File: src/rtl/ife_block_dispatcher.sv
// Consumer end of the IFE block queue: holds one instruction block and hands it
// to the next idle execution core, chosen round-robin, then tracks that core as busy until it reports done.
module ife_block_dispatcher #(
  parameter int BLOCK_ID_WIDTH = 8,
  parameter int INSTR_WIDTH    = 32,
  parameter int BLOCK_SIZE     = 4,
  parameter int NUM_CORES      = 3,
  parameter int CNT_WIDTH      = 16
) (
  input  logic                              clk,
  input  logic                              rst_n,
  input  logic                              flush,
  input  logic [BLOCK_ID_WIDTH-1:0]         block_id_in,
  input  logic [BLOCK_SIZE*INSTR_WIDTH-1:0] block_in,
  input  logic                              valid_in,
  output logic                              ready_out,
  output logic [NUM_CORES-1:0]              core_valid,
  input  logic [NUM_CORES-1:0]              core_ready,
  output logic [BLOCK_ID_WIDTH-1:0]         core_block_id,
  output logic [BLOCK_SIZE*INSTR_WIDTH-1:0] core_block,
  input  logic [NUM_CORES-1:0]              core_done,
  output logic [NUM_CORES-1:0]              core_busy,
  output logic [CNT_WIDTH-1:0]              dispatch_count
);

  localparam int CW = (NUM_CORES > 1) ? $clog2(NUM_CORES) : 1;
  localparam int BW = BLOCK_SIZE * INSTR_WIDTH;

  typedef enum logic [1:0] {
    S_EMPTY     = 2'd0,
    S_WAIT_CORE = 2'd1,
    S_OFFER     = 2'd2
  } state_t;

  state_t                    r_state;
  state_t                    w_state_nxt;
  logic [NUM_CORES-1:0]      r_busy;
  logic [NUM_CORES-1:0]      w_busy_nxt;
  logic [CW-1:0]             r_rr_ptr;
  logic [CW-1:0]             w_rr_nxt;
  logic [CW-1:0]             r_sel;
  logic [CW-1:0]             w_sel_nxt;
  logic [CW-1:0]             w_idle_sel;
  logic                      w_idle_found;
  logic [CW:0]               w_idx;
  logic [NUM_CORES-1:0]      w_sel_onehot;
  logic [CNT_WIDTH-1:0]      r_count;
  logic [CNT_WIDTH-1:0]      w_count_nxt;
  logic [BLOCK_ID_WIDTH-1:0] r_hold_id;
  logic [BW-1:0]             r_hold_block;
  logic                      w_load;
  logic                      w_accept;

  // Round-robin search: first idle core at rr_ptr, rr_ptr+1, ... modulo NUM_CORES.
  // The index carries one spare bit so rr_ptr+k cannot overflow before the wrap.
  always_comb begin
    // NOTE: every combinationally written signal gets a default first so no latch is inferred.
    w_idle_found = 1'b0;
    w_idle_sel   = '0;
    w_idx        = '0;
    for (int k = 0; k < NUM_CORES; k++) begin
      w_idx = {1'b0, r_rr_ptr} + (CW+1)'(k);
      if (w_idx >= (CW+1)'(NUM_CORES)) w_idx = w_idx - (CW+1)'(NUM_CORES);
      if (!w_idle_found && !r_busy[w_idx[CW-1:0]]) begin
        w_idle_found = 1'b1;
        w_idle_sel   = w_idx[CW-1:0];
      end
    end
  end

  always_comb begin
    w_sel_onehot        = '0;
    w_sel_onehot[r_sel] = 1'b1;
  end

  always_comb begin
    w_state_nxt = r_state;
    w_sel_nxt   = r_sel;
    w_rr_nxt    = r_rr_ptr;
    w_count_nxt = r_count;
    w_load      = 1'b0;
    w_accept    = 1'b0;
    ready_out   = 1'b0;
    core_valid  = '0;
    unique case (r_state)
      S_EMPTY: begin
        ready_out = !flush;
        if (valid_in && !flush) begin
          w_load      = 1'b1;
          w_state_nxt = S_WAIT_CORE;
        end
      end
      S_WAIT_CORE: begin
        if (w_idle_found) begin
          w_sel_nxt   = w_idle_sel;
          w_state_nxt = S_OFFER;
        end
      end
      S_OFFER: begin
        // A flush masks the offer in the same cycle so no core can take a dropped block.
        core_valid = flush ? '0 : w_sel_onehot;
        if (!flush && core_ready[r_sel]) begin
          w_accept    = 1'b1;
          w_rr_nxt    = (r_sel == CW'(NUM_CORES - 1)) ? '0 : r_sel + CW'(1);
          w_count_nxt = r_count + CNT_WIDTH'(1);
          w_state_nxt = S_EMPTY;
        end
      end
      default: w_state_nxt = S_EMPTY;
    endcase
    if (flush) w_state_nxt = S_EMPTY;
  end

  // Done clears first, then a same-cycle handshake sets, so set wins on a collision.
  always_comb begin
    w_busy_nxt = r_busy & ~core_done;
    if (w_accept) w_busy_nxt[r_sel] = 1'b1;
  end

  always_ff @(posedge clk or negedge rst_n) begin
    if (!rst_n) begin
      r_state      <= S_EMPTY;
      r_busy       <= '0;
      r_rr_ptr     <= '0;
      r_sel        <= '0;
      r_count      <= '0;
      r_hold_id    <= '0;
      r_hold_block <= '0;
    end else begin
      // NOTE: sequential state uses non-blocking assignments so all registers update together.
      r_state  <= w_state_nxt;
      r_busy   <= w_busy_nxt;
      r_rr_ptr <= w_rr_nxt;
      r_sel    <= w_sel_nxt;
      r_count  <= w_count_nxt;
      if (w_load) begin
        r_hold_id    <= block_id_in;
        r_hold_block <= block_in;
      end
    end
  end

  assign core_block_id  = r_hold_id;
  assign core_block     = r_hold_block;
  assign core_busy      = r_busy;
  assign dispatch_count = r_count;

endmodule

File: config.mk
export PLATFORM = sky130hd
export DESIGN_NAME = ife_block_dispatcher
export DESIGN_NICKNAME = d
export VERILOG_FILES = /design/src/rtl/ife_block_dispatcher.sv
export SDC_FILE = /design/constraint.sdc
export NUM_CORES = 1
export LEC_CHECK = 0
export BUFFER_PORTS_ARGS = -buffer_cell sky130_fd_sc_hd__buf_4
export CAP_MARGIN = 20
export CORE_MARGIN = 5
export CORE_UTILIZATION = 45
export DETAILED_ROUTE_END_ITERATION = 8
export PLACE_DENSITY = 0.77
export SYNTH_ARGS = -nofsm -noshare
export SYNTH_HDL_FRONTEND = slang
export SYNTH_SLANG_ARGS = --single-unit
File: constraint.sdc
create_clock -name clk -period 2.5 [get_ports clk]
set_input_delay 0.25 -clock clk [delete_from_list [all_inputs] [get_ports clk]]
set_output_delay 0.25 -clock clk [all_outputs]
set_load 0.05 [all_outputs]
==> flow_summary.toml <==
[logic_synthesis]
syn-cell-area_um2 = 6650
yosysTopAreaCell = "dfrtp_1"
ys_types = 45
avgSynthCellArea_um2 = 15.4
synthTopCellsByArea = "dfrtp_1 61%, mux2_2 17%, mux2_4 9.0%"
synth_cells = 432
synth.most_common_cell = "dfrtp_1"
synthFlopType = "dfrtp_1"
synth_top_area_share_pct = 60.6
yosysSeqAreaShare_pct = 60.6
yosysWarnings = 0
ys_ff_latch = 161
synth_nets = 582
async_flop_share_pct = 100
synth_edf_count = 0
synth_common_cells = "161 x dfrtp_1, 99 x mux2_2, 40 x mux2_4"

[timing]
fin_crit_ns = 2.13
finalSetupTns_ns = 0
setup_viol = 0
slew_headroom_pct = 67.1
worst_clock_skew_ns = 0.0115
maxSlewViolCount = 0
post-route-period-util_pct = 85.2
finalHoldViolCount = 0
max_freq_mhz = 470
worst_slew_pin_slew_ns = 0.488
whs_ns = 0.0147
grt_setup_unrepaired = "false"
setup_slack_ns = 0.371

[run]
cap_viol_max_count = 0

[floorplanning]
floorplan.initialDensity_pct = 45.7
ios = 305
fp.dieW_um = 132
die_h_um = 132
coreArea_um2 = 14500
die-area_um2 = 17300
rows = 44

[global_route]
met2_usage_pct = 36.4
grt_pass1_vias = 5179
groute.usage.overall_pct = 20.2
top_usage_layer = "met2"
grt_overflow = 0
grt_max_degree = 79
use_met1_pct = 22.9
gr-usage-met3_pct = 5.89
grt_pass1_wl_um = 28200
antenna_found_initial = 0

[final_layout]
multi_input_area_um2 = 2450
register_area_um2 = 4030
final_area_um2 = 9710
antennaDiodeCount = 0
stdcell_count = 939
fin_nets = 892
drive_gt1_share_pct = 64.2
utilization_pct = 66.8
fillers = 1057
area_growth_syn_to_layout_pct = 46.0

[min_path]
hold_path.class = "primary input to register"

[critical_path]
critPathBufInv = 1
cpMaxStageDelayCell = "dfrtp_1"
arrival_ns = 1.88
critPathLaunchType = "register"
critPathKind = "register to output pin"
cp.required_ns = 2.25
cp_max_fo = 10
cp-end-kind = "output pin"
cp_cell_sequence = "nor2_1 -> nand2_1 -> nor3b_1 -> buf_4"
slowest_delay_ns = 0.43
critical_path.top_delay_family = "simple AND/OR/NAND/NOR gates"

[clock_tree]
clock_sinks = 161
clkTransAtPathRegs_ns = 0.06
clockBufferDepth = 2
post_cts_buffers = 0
clockRootBuffer = "clkbuf_16"
clk_latency_ns = 0.42
htreeDepth = 4
cts_resized = 0
cts_tree = "built"
numCtsBuffers = 17

[status]
status = "finished, final reports clean"

[detailed_routing]
drt_iter0_markers = 193
vias_per_cell = 5.08
drt-wirelength-per-cell_um = 19.1
drc = 0
finalWirelength_um = 17900
first_pass_iters = 4
ant_nets = 0
via_count = 4767

[placed_design]
dp_slack_ns = 0.451
io_buffers = 304
dp_hpwl_um = 13500
finalWeightedCongestion = 0.792
dp.cells = 904
placed_area_um2 = 9100

[power]
power-per-cell-area_nw_per_um2 = 1210
p_total_mw = 11.8
cellLeakagePower_nw = 4.63
ir_drop_mv = 0.517
-- final cells by class --
| cell class | instances | share of cell area [%] |
|---|---|---|
| Sequential cell | 161 | 41.5 |
| Multi-Input combinational cell | 241 | 25.2 |
| Timing Repair Buffer | 312 | 24.6 |
| Clock buffer | 19 | 4.66 |
| Tap cell | 184 | 2.37 |
| Clock inverter | 13 | 1.30 |
| Inverter | 9 | 0.348 |
-- power by group --
part           switching, mW  internal, mW  leakage, nW
Clock                   1.09          1.44        0.273
Sequential             0.486          3.33         1.93
Combinational           3.53          1.89         2.43
Total                   5.11          6.66         4.63
-- layout by cell type, fill, tap and decap left out, types with 3 or more instances in the layout --
cell and instances:
a21oi_1 4, and2_1 3, and4_1 4, buf_12 3
buf_4 305, clkbuf_16 17, clkinv_4 3, clkinvlp_4 4
dfrtp_1 161, dlygate4sd3_1 3, ha_1 4, inv_1 9
inv_6 4, mux2_2 99, mux2_4 40, nand2_1 8
nand2b_1 4, nand4_1 12, nor2_1 4, nor3_1 4
nor4_1 6, o21ai_0 3, xnor2_1 10, xor2_1 5
-- worst register-to-register path, stage by stage (launching register included) --
cell,delay (ns)
dfrtp_1,0.39
inv_1,0.06
ha_1,0.41
and3b_1,0.24
o21bai_1,0.19
o32ai_2,0.31
mux2_2,0.38
-- worst paths after layout --
path / startpoint / end / slack (ns) / cells past startpoint
max: r_state[0] / core_valid[2] / 0.37 / 4
max in group asynchronous: rst_n / core_block[43] / 1.34 / 3
min: core_done[0] / core_busy[0] / 0.01 / 2
min reg2reg: dispatch_count[15] / dispatch_count[15] / 0.49 / 1
min in group asynchronous: rst_n / dispatch_count[7] / 0.31 / 2
max reg2reg: r_rr_ptr[0] / r_sel[1] / 0.40 / 6
-- per-layer routing --
layer  vias up  wire length, µm
li1       2169                -
met1      2388             6870
met2       181             9550
met3        29             1120
met4         0              373
met5         -                0
-- sequential cells by signal, summed over array words and instances (netlist names) --
signal,flops
core_block,128
r_rr_ptr,2
core_busy,3
dispatch_count,16
r_sel,2
r_state,2
core_block_id,8
-- cell families after synthesis --
| logic type | Yosys count | share of synthesized area, % |
|---|---|---|
| AOI/OAI and AO/OA | 24 | 2.82 |
| xor gates and xnor gates | 15 | 1.98 |
| adders and majority gates | 4 | 0.753 |
| buffers and inverters | 30 | 2.63 |
| DFF | 161 | 60.6 |
| muxes | 141 | 26.1 |
| and+or+nand+nor | 57 | 5.12 |
-- what timing repair did --
action | CTS | global route
endpoints found under the hold margin | 50 | 1
hold buffers | 2 | 1
endpoints found under the setup margin | 0 | 0
Note: power is estimated with default switching activity, not from simulation.
